$ cat src/rtl/vga_scan_mixer_pkg.sv
// rtl/vga_scan_mixer_pkg.sv - shared VGA 640x480@60 timing constants and widths for the scan mixer
package vga_scan_mixer_pkg;

    localparam int H_DISP_LEN      = 10;
    localparam int V_DISP_LEN      = 9;
    localparam int COLOR_RGB_DEPTH = 12;
    localparam int CNT_W           = 10;

    localparam int H_ACTIVE = 640;
    localparam int H_FRONT  = 16;
    localparam int H_SYNC   = 96;
    localparam int H_BACK   = 48;
    localparam int H_TOTAL  = 800;

    localparam int V_ACTIVE = 480;
    localparam int V_FRONT  = 10;
    localparam int V_SYNC   = 2;
    localparam int V_BACK   = 33;
    localparam int V_TOTAL  = 525;

    typedef logic [COLOR_RGB_DEPTH-1:0] rgb_t;

endpackage

$ cat src/rtl/vga_timing_gen.sv
// rtl/vga_timing_gen.sv - raster counters, raw syncs, active flag, request addresses and frame tick
module vga_timing_gen
    import vga_scan_mixer_pkg::*;
#(
    parameter int H_ACT_LEN  = H_ACTIVE,
    parameter int H_FP_LEN   = H_FRONT,
    parameter int H_SYNC_LEN = H_SYNC,
    parameter int H_BP_LEN   = H_BACK,
    parameter int V_ACT_LEN  = V_ACTIVE,
    parameter int V_FP_LEN   = V_FRONT,
    parameter int V_SYNC_LEN = V_SYNC,
    parameter int V_BP_LEN   = V_BACK
) (
    input  logic                  clk_vga,
    input  logic                  rst,
    output logic [H_DISP_LEN-1:0] req_x_addr_o,
    output logic [V_DISP_LEN-1:0] req_y_addr_o,
    output logic                  v_sync_o,
    output logic                  hsync_raw_o,
    output logic                  vsync_raw_o,
    output logic                  active_o
);

    localparam logic [CNT_W-1:0] H_ACT_END  = CNT_W'(H_ACT_LEN);
    localparam logic [CNT_W-1:0] H_SYNC_BEG = CNT_W'(H_ACT_LEN + H_FP_LEN);
    localparam logic [CNT_W-1:0] H_SYNC_END = CNT_W'(H_ACT_LEN + H_FP_LEN + H_SYNC_LEN);
    localparam logic [CNT_W-1:0] H_LAST     = CNT_W'(H_ACT_LEN + H_FP_LEN + H_SYNC_LEN + H_BP_LEN - 1);
    localparam logic [CNT_W-1:0] V_ACT_END  = CNT_W'(V_ACT_LEN);
    localparam logic [CNT_W-1:0] V_SYNC_BEG = CNT_W'(V_ACT_LEN + V_FP_LEN);
    localparam logic [CNT_W-1:0] V_SYNC_END = CNT_W'(V_ACT_LEN + V_FP_LEN + V_SYNC_LEN);
    localparam logic [CNT_W-1:0] V_LAST     = CNT_W'(V_ACT_LEN + V_FP_LEN + V_SYNC_LEN + V_BP_LEN - 1);

    logic [CNT_W-1:0] h_cnt_q, h_cnt_d;
    logic [CNT_W-1:0] v_cnt_q, v_cnt_d;

    // Next raster position: h wraps at end of line, v advances on each h wrap
    always_comb begin
        h_cnt_d = h_cnt_q + 1'b1;
        v_cnt_d = v_cnt_q;
        if (h_cnt_q == H_LAST) begin
            h_cnt_d = '0;
            v_cnt_d = (v_cnt_q == V_LAST) ? '0 : v_cnt_q + 1'b1;
        end
    end

    // Raster position registers; reset restarts the frame at (0,0)
    always_ff @(posedge clk_vga or negedge rst) begin
        if (!rst) begin
            h_cnt_q <= '0;
            v_cnt_q <= '0;
        end else begin
            h_cnt_q <= h_cnt_d;
            v_cnt_q <= v_cnt_d;
        end
    end

    assign active_o     = (h_cnt_q < H_ACT_END) && (v_cnt_q < V_ACT_END);
    assign hsync_raw_o  = ~((h_cnt_q >= H_SYNC_BEG) && (h_cnt_q < H_SYNC_END));
    assign vsync_raw_o  = ~((v_cnt_q >= V_SYNC_BEG) && (v_cnt_q < V_SYNC_END));
    assign req_x_addr_o = active_o ? h_cnt_q[H_DISP_LEN-1:0] : '0;
    assign req_y_addr_o = active_o ? v_cnt_q[V_DISP_LEN-1:0] : '0;
    // Frame tick marks the first cycle of vertical blanking
    assign v_sync_o     = (h_cnt_q == '0) && (v_cnt_q == V_ACT_END);

endmodule

$ cat src/rtl/vga_scan_mixer.sv
// rtl/vga_scan_mixer.sv - VGA timing initiator, layer compositor and collision flags (PLANEWAR_CRASH_DETECT_EN adds collision logic)
module vga_scan_mixer
    import vga_scan_mixer_pkg::*;
#(
    parameter int LAYER_LAT  = 1,
    parameter int H_ACT_LEN  = H_ACTIVE,
    parameter int H_FP_LEN   = H_FRONT,
    parameter int H_SYNC_LEN = H_SYNC,
    parameter int H_BP_LEN   = H_BACK,
    parameter int V_ACT_LEN  = V_ACTIVE,
    parameter int V_FP_LEN   = V_FRONT,
    parameter int V_SYNC_LEN = V_SYNC,
    parameter int V_BP_LEN   = V_BACK
) (
    input  logic                       clk_vga,
    input  logic                       rst,
    output logic [H_DISP_LEN-1:0]      req_x_addr_o,
    output logic [V_DISP_LEN-1:0]      req_y_addr_o,
    output logic                       v_sync_o,
    input  logic [COLOR_RGB_DEPTH-1:0] bg_rgb_i,
    input  logic                       bonus_alpha_i,
    input  logic                       me_alpha_i,
    input  logic                       enemy_alpha_i,
    input  logic                       bullet_alpha_i,
    input  logic [COLOR_RGB_DEPTH-1:0] bonus_rgb_i,
    input  logic [COLOR_RGB_DEPTH-1:0] me_rgb_i,
    input  logic [COLOR_RGB_DEPTH-1:0] enemy_rgb_i,
    input  logic [COLOR_RGB_DEPTH-1:0] bullet_rgb_i,
    output logic                       crash_me_bonus_o,
    output logic                       crash_me_enemy_o,
    output logic                       crash_bullet_enemy_o,
    output logic                       hsync_o,
    output logic                       vsync_o,
    output logic [COLOR_RGB_DEPTH-1:0] rgb_o
);

    logic active_s0;
    logic hsync_s0;
    logic vsync_s0;

    vga_timing_gen #(
        .H_ACT_LEN  (H_ACT_LEN),
        .H_FP_LEN   (H_FP_LEN),
        .H_SYNC_LEN (H_SYNC_LEN),
        .H_BP_LEN   (H_BP_LEN),
        .V_ACT_LEN  (V_ACT_LEN),
        .V_FP_LEN   (V_FP_LEN),
        .V_SYNC_LEN (V_SYNC_LEN),
        .V_BP_LEN   (V_BP_LEN)
    ) u_timing (
        .clk_vga      (clk_vga),
        .rst          (rst),
        .req_x_addr_o (req_x_addr_o),
        .req_y_addr_o (req_y_addr_o),
        .v_sync_o     (v_sync_o),
        .hsync_raw_o  (hsync_s0),
        .vsync_raw_o  (vsync_s0),
        .active_o     (active_s0)
    );

    // Active flag travels LAYER_LAT stages to line up with layer data; syncs travel one more to line up with rgb_o
    logic [LAYER_LAT-1:0] act_pipe_q;
    logic [LAYER_LAT:0]   hs_pipe_q;
    logic [LAYER_LAT:0]   vs_pipe_q;
    logic                 act_s1;
    rgb_t                 rgb_d, rgb_q;

    assign act_s1 = act_pipe_q[LAYER_LAT-1];

    // Alignment shift registers for the active flag and the syncs
    always_ff @(posedge clk_vga or negedge rst) begin
        if (!rst) begin
            act_pipe_q <= '0;
            hs_pipe_q  <= '1;
            vs_pipe_q  <= '1;
        end else begin
            act_pipe_q <= (act_pipe_q << 1) | LAYER_LAT'(active_s0);
            hs_pipe_q  <= (hs_pipe_q << 1) | (LAYER_LAT+1)'(hsync_s0);
            vs_pipe_q  <= (vs_pipe_q << 1) | (LAYER_LAT+1)'(vsync_s0);
        end
    end

    // Fixed-priority composite of the layer responses; blanking forces black
    always_comb begin
        rgb_d = '0;
        if (act_s1) begin
            if (me_alpha_i)          rgb_d = me_rgb_i;
            else if (bullet_alpha_i) rgb_d = bullet_rgb_i;
            else if (enemy_alpha_i)  rgb_d = enemy_rgb_i;
            else if (bonus_alpha_i)  rgb_d = bonus_rgb_i;
            else                     rgb_d = bg_rgb_i;
        end
    end

    // Output colour register
    always_ff @(posedge clk_vga or negedge rst) begin
        if (!rst) rgb_q <= '0;
        else      rgb_q <= rgb_d;
    end

    assign rgb_o   = rgb_q;
    assign hsync_o = hs_pipe_q[LAYER_LAT];
    assign vsync_o = vs_pipe_q[LAYER_LAT];

`ifdef PLANEWAR_CRASH_DETECT_EN
    // Bit order: {bullet&enemy, me&enemy, me&bonus}
    logic [2:0] pend_q, pend_d;
    logic [2:0] crash_q, crash_d;

    // Accumulate overlaps during the frame; the frame tick publishes and clears them
    always_comb begin
        pend_d  = pend_q;
        crash_d = crash_q;
        if (v_sync_o) begin
            crash_d = pend_q;
            pend_d  = '0;
        end else if (act_s1) begin
            pend_d = pend_q | {bullet_alpha_i & enemy_alpha_i,
                               me_alpha_i & enemy_alpha_i,
                               me_alpha_i & bonus_alpha_i};
        end
    end

    // Pending and published collision registers
    always_ff @(posedge clk_vga or negedge rst) begin
        if (!rst) begin
            pend_q  <= '0;
            crash_q <= '0;
        end else begin
            pend_q  <= pend_d;
            crash_q <= crash_d;
        end
    end

    assign crash_me_bonus_o     = crash_q[0];
    assign crash_me_enemy_o     = crash_q[1];
    assign crash_bullet_enemy_o = crash_q[2];
`else
    assign crash_me_bonus_o     = 1'b0;
    assign crash_me_enemy_o     = 1'b0;
    assign crash_bullet_enemy_o = 1'b0;
`endif

endmodule

$ cat config.mk
export PLATFORM = sky130hd
export DESIGN_NAME = vga_scan_mixer
export DESIGN_NICKNAME = d
export VERILOG_FILES = /design/src/rtl/vga_scan_mixer_pkg.sv /design/src/rtl/vga_timing_gen.sv /design/src/rtl/vga_scan_mixer.sv
export SDC_FILE = /design/constraint.sdc
export NUM_CORES = 1
export LEC_CHECK = 0
export CORE_AREA = 2 2 94 96
export CTS_BUF_LIST = sky130_fd_sc_hd__clkbuf_2 sky130_fd_sc_hd__clkbuf_4 sky130_fd_sc_hd__clkbuf_8
export CTS_CLUSTER_SIZE = 28
export DETAILED_ROUTE_END_ITERATION = 10
export DIE_AREA = 0 0 96 98
export GPL_TIMING_DRIVEN = 0
export PLACE_DENSITY = 0.6
export SYNTH_ARGS = -nofsm -noshare
export SYNTH_HDL_FRONTEND = slang
export SYNTH_HIERARCHICAL = 1
export SYNTH_SLANG_ARGS = --single-unit
$ cat constraint.sdc
create_clock -name clk_vga -period 1.9 [get_ports clk_vga]
set_clock_uncertainty 0.15 [all_clocks]
set_input_delay 0.38 -clock clk_vga [delete_from_list [all_inputs] [get_ports clk_vga]]
set_output_delay 0.38 -clock clk_vga [all_outputs]
set_load 0.03 [all_outputs]
# Yosys cells after proc, flatten, opt, wreduce, memory -nomap -nowiden
# Index checks and enable logic that the tools add are counted.
[totals]
input_bits = 66
wordCells = 35
output_inout_bits = 37
reg_bits = 37
[op_classes]
n_bitwise = 4
n_lt_le_gt_ge = 6
n_eq_ne = 3
add_sub_neg = 2
n_reduce_logical = 5
muxes = 9
[ops]
columns = ["op", "n"]
rows = [
  ["2-to-1 mux 12 bit", 5],
  ["2-to-1 mux 10 bit", 3],
  ["adder 10 x 1 -> 10 bit, second input constant", 2],
  ["== test 10 bit, second input constant", 2],
  ["< comparator 10 bit, second input constant", 2],
  ["< comparator 10 x 9 -> 1 bit, second input constant", 2],
  ["== test 10 x 9 -> 1 bit, second input constant", 1],
  [">= comparator 10 bit, second input constant", 1],
  [">= comparator 10 x 9 -> 1 bit, second input constant", 1],
  ["zero test 10 bit", 1],
  ["2-to-1 mux 9 bit", 1],
  ["logical AND 1 bit", 4],
  ["bitwise OR 2 x 1 -> 2 bit", 2],
  ["inverter 1 bit", 2],
]

# Depth between registers and ports, before layout
# Gate-level depths: netlist of run 1.
[depth]
word_depth = 5
depth_mapped = 6

# Cells and area by module
# The synthesis of run 1 kept the hierarchy.
[modules_own_cells]
columns = ["module", "instances", "area_each_um2", "cells_each", "seq_area_each_um2"]
rows = [
  ["vga_timing_gen", 1, 1265.0, 131, 500.5],
  ["vga_scan_mixer", 1, 1107.3, 104, 430.4],
]

# Least setup slack after synthesis of run 1
# Ideal clock, no wire load.
[synth_path]
path_type = "register -> output"
start = "register u_timing.v_cnt_q[5]"
end = "output port req_x_addr_o[0]"
arrival_time_ns = 1.856
path_buffers = 1
setup_slack_ns = -0.486
path_stages_with_launch = 5
path_cell_list = "dfrtp_1 -> and3_1 -> and2_1 -> buf_2 -> nor4_1"
[synth_between]
elab_chain_cells = 3
[synth_rtl]
columns = ["item", "line_no", "source"]
rows = [
  ["start, declared", "vga_timing_gen.sv:34", "logic [CNT_W-1:0] v_cnt_q, v_cnt_d;"],
  ["start signal, assigned", "vga_timing_gen.sv:53", "v_cnt_q <= v_cnt_d;"],
  ["< comparator 10 x 9 -> 1 bit", "vga_timing_gen.sv:57", "assign active_o = (h_cnt_q < H_ACT_END) && (v_cnt_q < V_ACT_END);"],
  ["logical AND 1 bit", "vga_timing_gen.sv:57", ""],
  ["2-to-1 mux 10 bit", "vga_timing_gen.sv:60", "assign req_x_addr_o = active_o ? h_cnt_q[H_DISP_LEN-1:0] : '0;"],
  ["end, declared", "vga_scan_mixer.sv:17", "output logic [H_DISP_LEN-1:0] req_x_addr_o,"],
]
# Every way passes these cells.

# Worst setup path after layout of run 1
[layout_path]
start = "register u_timing.v_cnt_q[5]"
end = "output port v_sync_o"
[layout_between]
elab_chain_cells = 2
[layout_rtl]
columns = ["item", "line_no", "source"]
rows = [
  ["== test 10 x 9 -> 1 bit", "vga_timing_gen.sv:63", "assign v_sync_o = (h_cnt_q == '0) && (v_cnt_q == V_ACT_END);"],
  ["logical AND 1 bit", "vga_timing_gen.sv:63", ""],
  ["end, declared", "vga_scan_mixer.sv:19", "output logic v_sync_o,"],
]
# Every way passes these cells.

==> flow_summary_export.csv, run 1 <==
group,metric,value,unit
finish,num-fill-cells,764,
detailed_routing,vias_per_cell,4.77,
floorplan,die_area,9410,µm²
synth,synth_area,2370,µm²
timing,fin_setup_tns,-6.86,ns
synth,async_flop_share,100,%
placement,place_inst,443,
finish,fin_cells,476,
finish,diodes,0,
grt,grt_usage,15.3,%
critical_path,crit_slowest_cell,"dfrtp_2",
detailed_routing,vias,2271,
power_and_ir_drop,static-leakage-power,1.75,nW
floorplan,pin_count,103,
power_and_ir_drop,vdd_ir_drop_max,0.233,mV
critical_path,r2r-start,"u_timing/h_cnt_q[0]",
power_and_ir_drop,power_density,436,nW/µm²
cts,cts.path.max_buffers,2,
grt,grt_pass1_wl,11.3,mm
detailed_routing,wl_per_cell,14.6,µm
floorplan,die_x,96,µm
critical_path,reg2regPathDepth,6,
grt,grt_max_degree,38,
placement,dp_hpwl,5.16,mm
finish,final_cell_mix,"clkdlybuf4s50_1 (74), buf_4 (30), dfrtp_1 (29)",
cts,cts_tree,"done",
critical_path,required,1.37,ns
placement,portBuffers,98,
hold_path,hp-class,"input port to async pin",
critical_path,crit_path_cell_trace,"and3_4 -> and2_4 -> buf_4 -> nor4b_4 -> and3_4 -> buf_6",
floorplan,num_rows,34,
critical_path,path_delay_family,"simple AND/OR/NAND/NOR gates",
critical_path,r2r_slack,0,ns
floorplan,die_h,98,µm
detailed_routing,drc,0,
cts,ctsHoldBuffers,0,
finish,layout_commonest_cell,"clkdlybuf4s50_1",
grt,antenna_found_initial,0,
synth,synth_cells,235,
timing,max_freq,433,MHz
floorplan,initial_core_util,28.0,%
power_and_ir_drop,power.total,0.00177,W
critical_path,endpoint_kind,"output pin",
flow_run,cap_viol_max_count,0,
cts,cts_root_buffer,"clkbuf_8",
finish,final_cell_area,4070,µm²
timing,max_slew_margin,46.2,%
critical_path,worst_path_most_repeated_cell,"and3_4",
timing,fin_crit,2.31,ns
detailed_routing,first_iter_violations,98,
timing,rsz0062_at_grt,"true",
synth,synth_seq_area_share,39.2,%
timing,final.period_utilization,121,%
finish,drive_above_1_share,35.3,%
finish,nNetsFinal,438,
grt,grt-ovfl-total,0,
timing,worst_slew_pin_slew,0.807,ns
critical_path,arrival,1.78,ns
cts,clk_latency,0.28,ns
detailed_routing,ant_nets,0,
synth,yosysWarnings,6,
timing,layout_setup_ws,-0.407,ns
placement,gp_congestion,0.789,
synth,ys_ff_latch,37,
status,violations,"setup timing",
detailed_routing,routed_wl,6.97,mm
synth,synth_edf_count,0,
cts,path_clk_slew,0.07,ns
timing,hold_viol_final,0,
synth,synth_area_per_cell,10.1,µm²
grt,grt_pass1_vias,2399,
synth,synthDistinctLibCells,49,
cts,cts_sinks,37,
cts,cts_inserted_buffers,5,
timing,drv_slew,0,
critical_path,cp_max_fo,6,
critical_path,crit_buf_inv,2,
placement,place_area,3590,µm²
critical_path,critPathMaxStageDelay,0.36,ns
finish,area_growth,71.6,%
synth,synth_ff_type,"dfrtp_1",
detailed_routing,drtPass1Iterations,4,
critical_path,start_kind,"register",
critical_path,path_class,"register to output pin",
status,outcome,"complete, but fails checks",
timing,setup_viol,20,
cts,htree_num_levels,2,
placement,dp_slack,-0.950,ns
critical_path,rr_endpoint,"u_timing/v_cnt_q[3]",
floorplan,fp.coreArea,8470,µm²
==> layout make-up <==
type                       count  area, µm²  area share [%]
inverter                       6       22.5           0.553
multi-input combinational    175       1500            36.8
timing repair buffer         126       1230            30.2
buffer                        17        158            3.87
tap                          108        135            3.32
sequential                    37        936            23.0
clock buffer                   7       90.1            2.21
==> layer usage <==
| metal | part of all wire [%] | GRT usage, % |
|---|---|---|
| met1 | 40 | 18.1 |
| met2 | 49 | 25.7 |
| met3 | 10 | 6.10 |
| met4 | 1.1 | 3.41 |
| met5 | 0 | 0 |
==> stage by stage <==
step / hold slack, ns / utilization (%)
finish: 0.0287 / 48.1
global route: 0.111 / 48.1
CTS: 0.0793 / 46.6
detailed placement: 0.197 / 42.4
global placement: 0.196 / 42.5
floorplan: -0.0656 / -
==> worst max path at each step <==
stage	start	slack [ns]	end	cells past startpoint
floorplan	u_timing/v_cnt_q[5]	-0.11	req_x_addr_o[0]	4
global placement	u_timing/v_cnt_q[5]	-0.96	req_y_addr_o[5]	7
detailed placement	u_timing/v_cnt_q[5]	-0.95	req_y_addr_o[5]	7
CTS	u_timing/v_cnt_q[7]	-0.47	req_y_addr_o[7]	7
global route	u_timing/v_cnt_q[5]	-0.47	req_x_addr_o[4]	6
finish	u_timing/v_cnt_q[5]	-0.41	v_sync_o	6
==> where the power goes <==
part           total [W]  internal, W  switching, W  leakage [nW]
registers       0.000820     0.000813    0.00000735         0.445
clock network   0.000557     0.000302      0.000256        0.0477
logic           0.000396     0.000225      0.000171          1.26
total            0.00177      0.00134      0.000434          1.75
==> repair_timing <==
item,in CTS,in global routing
resized for setup,171,20
endpoints found under the setup margin,34,33
pin swaps,14,9
gates cloned,1,0
buffers inserted,18,9
==> sequential cells by signal, summed over array words and instances (netlist names) <==
name,cells
u_timing/h_cnt_q,10
hs_pipe_q,2
u_timing/v_cnt_q,10
rgb_o,12
vs_pipe_q,2
act_pipe_q,1
==> cell families after synthesis <==
family | count (synthesis) | share of synthesized area [%]
muxes | 12 | 5.06
adders and majority gates | 4 | 2.11
other | 1 | 0.158
AOI/OAI and AO/OA | 27 | 11.3
buffers and inverters | 25 | 7.65
xor gates and xnor gates | 10 | 3.69
and+or+nand+nor | 119 | 30.7
DFF | 37 | 39.2
==> Yosys cell counts (2+ instances only) <==
| library cell | n | share of area (%) |
|---|---|---|
| a21oi_1 | 2 | 0.42 |
| xnor2_1 | 5 | 1.8 |
| nor3_2 | 2 | 0.84 |
| dfrtp_1 | 33 | 35 |
| a221oi_2 | 9 | 5.7 |
| nor3_1 | 5 | 1.1 |
| and2_1 | 14 | 3.7 |
| clkbuf_1 | 3 | 0.47 |
| o21ai_0 | 3 | 0.63 |
| xor2_1 | 5 | 1.8 |
| dfstp_2 | 4 | 4.4 |
| buf_2 | 5 | 1.1 |
| and3_1 | 15 | 4.0 |
| nand2_1 | 5 | 0.79 |
| a221oi_1 | 2 | 0.74 |
| inv_1 | 6 | 0.95 |
| nand3_1 | 14 | 3.0 |
| nand2b_1 | 12 | 3.2 |
| o21a_1 | 3 | 0.95 |
| nor4b_1 | 2 | 0.74 |
| clkbuf_4 | 2 | 0.63 |
| mux2i_1 | 12 | 5.1 |
| nor2_1 | 19 | 3.0 |
| nor3b_1 | 12 | 3.8 |
| nand4_1 | 2 | 0.53 |
| buf_4 | 5 | 1.6 |
| nor4_1 | 8 | 2.1 |
| ha_1 | 4 | 2.1 |
| buf_6 | 2 | 0.95 |
Note: power is estimated with default switching activity, not from simulation.
==> inputs of run 2 (changes only) <==
--- a/config.mk
+++ b/config.mk
@@ -5,13 +5,14 @@
 export SDC_FILE = /design/constraint.sdc
 export NUM_CORES = 1
 export LEC_CHECK = 0
+export CAP_MARGIN = 20
 export CORE_AREA = 2 2 94 96
 export CTS_BUF_LIST = sky130_fd_sc_hd__clkbuf_2 sky130_fd_sc_hd__clkbuf_4 sky130_fd_sc_hd__clkbuf_8
 export CTS_CLUSTER_SIZE = 28
 export DETAILED_ROUTE_END_ITERATION = 10
 export DIE_AREA = 0 0 96 98
 export GPL_TIMING_DRIVEN = 0
-export PLACE_DENSITY = 0.6
+export PLACE_DENSITY_LB_ADDON = 0.15
 export SYNTH_ARGS = -nofsm -noshare
 export SYNTH_HDL_FRONTEND = slang
 export SYNTH_HIERARCHICAL = 1
==> run 2 against run 1 <==
The run still ends with setup timing left. Cell count up 2.3%. Register-to-register slack lost 0.02 ns. Fmax decreased by 2.9%. Total power up 9.4%. Critical path depth increased by 1. Critical path type unchanged. Non-clock buffer count rose by 10. Sequential share of layout area is 0.74 points lower. Sequential cell count is the same.
==> flow_summary_export.csv, run 2 (same netlist as run 1, synthesis figures left out) <==
group,metric,value,unit
detailed_routing,drc,0,
timing,drv_slew,0,
finish,area_growth,77.5,%
cts,cts_inserted_buffers,5,
timing,final.period_utilization,125,%
grt,grt_pass1_wl,11.7,mm
timing,max_slew_margin,45.1,%
placement,gp_congestion,0.773,
cts,cts.path.max_buffers,2,
status,violations,"setup timing",
floorplan,initial_core_util,28.0,%
floorplan,pin_count,103,
grt,grt_use_met2,25.2,%
critical_path,setup.worst_path.start,"u_timing/v_cnt_q[6]",
critical_path,crit_buf_inv,3,
grt,antenna_found_initial,0,
placement,place_area,3590,µm²
grt,grt-busiest-layer,"met2",
detailed_routing,routed_wl,7.08,mm
timing,max_freq,421,MHz
detailed_routing,vias,2292,
power_and_ir_drop,static-leakage-power,1.82,nW
timing,rsz0062_at_grt,"true",
critical_path,path_delay_family,"simple AND/OR/NAND/NOR gates",
hold_path,hp-class,"input port to async pin",
floorplan,num_rows,34,
critical_path,crit_slowest_cell,"dfrtp_1",
finish,layout_commonest_cell,"clkdlybuf4s50_1",
finish,nNetsFinal,448,
power_and_ir_drop,vdd_ir_drop_max,0.265,mV
detailed_routing,drtPass1Iterations,4,
timing,layout_setup_ws,-0.477,ns
critical_path,arrival,1.85,ns
cts,htree_num_levels,2,
placement,portBuffers,98,
timing,worst_slew_pin_slew,0.824,ns
critical_path,cp-endpoint,"req_x_addr_o[4]",
timing,timing.hold.ws,0.0258,ns
timing,setup_viol,22,
detailed_routing,vias_per_cell,4.71,
critical_path,required,1.37,ns
grt,grt_pass1_vias,2371,
critical_path,r2r_slack,-0.02,ns
grt,grt_usage,15.7,%
cts,clk_latency,0.30,ns
flow_run,cap_viol_max_count,0,
placement,dp_slack,-0.840,ns
critical_path,cp_max_fo,5,
detailed_routing,first_iter_violations,80,
floorplan,die_area,9410,µm²
placement,place_inst,443,
timing,fin_crit,2.38,ns
finish,final_cell_mix,"clkdlybuf4s50_1 (75), buf_6 (32), buf_4 (32)",
cts,path_clk_slew,0.08,ns
critical_path,reg2regPathDepth,6,
cts,cts_root_buffer,"clkbuf_8",
finish,largest_register_ffs,12,
timing,hold_viol_final,0,
critical_path,endpoint_kind,"output pin",
critical_path,path_class,"register to output pin",
grt,grt_max_degree,38,
finish,final_cell_area,4210,µm²
finish,diodes,0,
floorplan,die_x,96,µm
power_and_ir_drop,power_density,461,nW/µm²
cts,cts_sinks,37,
grt,use_met3,5.02,%
detailed_routing,ant_nets,0,
floorplan,fp.coreArea,8470,µm²
critical_path,rr_endpoint,"u_timing/v_cnt_q[3]",
critical_path,path_depth,7,
cts,cts_tree,"done",
placement,dp_hpwl,5.10,mm
grt,grt_use_met1,20.1,%
grt,grt-ovfl-total,0,
status,outcome,"complete, but fails checks",
floorplan,die_h,98,µm
finish,fin_cells,487,
critical_path,r2r-start,"u_timing/h_cnt_q[0]",
detailed_routing,wl_per_cell,14.5,µm
critical_path,critPathMaxStageDelay,0.39,ns
critical_path,start_kind,"register",
critical_path,crit_path_cell_trace,"and3_4 -> and2_4 -> buf_8 -> nor3_4 -> buf_6 -> and2_4 -> buf_6",
finish,drive_above_1_share,37.2,%
-- run 2: cell type report --
| class | instances | area (µm²) |
|---|---|---|
| fillers | 786 | 4250 |
| multi-input cells | 175 | 1500 |
| repair buffers | 135 | 1320 |
| flip-flops and latches | 37 | 937 |
| plain buffers | 18 | 171 |
| well taps | 108 | 135 |
| clock buffers | 6 | 82.6 |
| clock inverters | 2 | 37.5 |
| inverters | 6 | 22.5 |
-- run 2: power by group --
part / internal, W / leakage [nW] / switching [W]
Combinational: 0.000225 / 1.32 / 0.000172
Clock: 0.000427 / 0.0574 / 0.000297
Sequential: 0.000812 / 0.444 / 0.00000713
Total: 0.00146 / 1.82 / 0.000476
-- run 2: metal layers --
layer  wire length, µm  vias up  share of wire [%]
met1              2970     1064                 42
met3               671        7                9.5
met5                 0        -                  0
met2              3340       98                 47
met4                94        0                1.3
li1                  -     1123                  -
-- run 2: worst min path at each step --
stage            startpoint                  end  slack [ns]  cells past startpoint
2_1_floorplan           rst           act_pipe_q       -0.07                      0
3_3_place_gp   vs_pipe_q[0]         vs_pipe_q[1]        0.20                      0
3_5_place_dp   hs_pipe_q[0]         hs_pipe_q[1]        0.20                      0
4_1_cts                 rst  u_timing/v_cnt_q[4]        0.06                      1
5_1_grt                 rst  u_timing/v_cnt_q[4]         0.1                      1
6_report                rst  u_timing/v_cnt_q[6]        0.03                      1
-- run 2: stage by stage --
step | total power, W | setup TNS (ns) | utilization [%]
finish | 0.00194 | -8.26 | 49.7
global route | 0.00202 | -10.08 | 49.7
CTS | 0.00196 | -8.39 | 47.4
detailed placement | 0.00124 | -16.38 | 42.4
global placement | 0.00124 | -38.04 | 42.5
floorplan | 0.00101 | -1.07 | -
-- run 2: repair_timing --
action,in CTS,in global routing
pin swaps,13,12
setup endpoints to repair,34,34
resized for setup,168,29
setup buffers,23,13
hold buffers,0,0
gates cloned,2,0
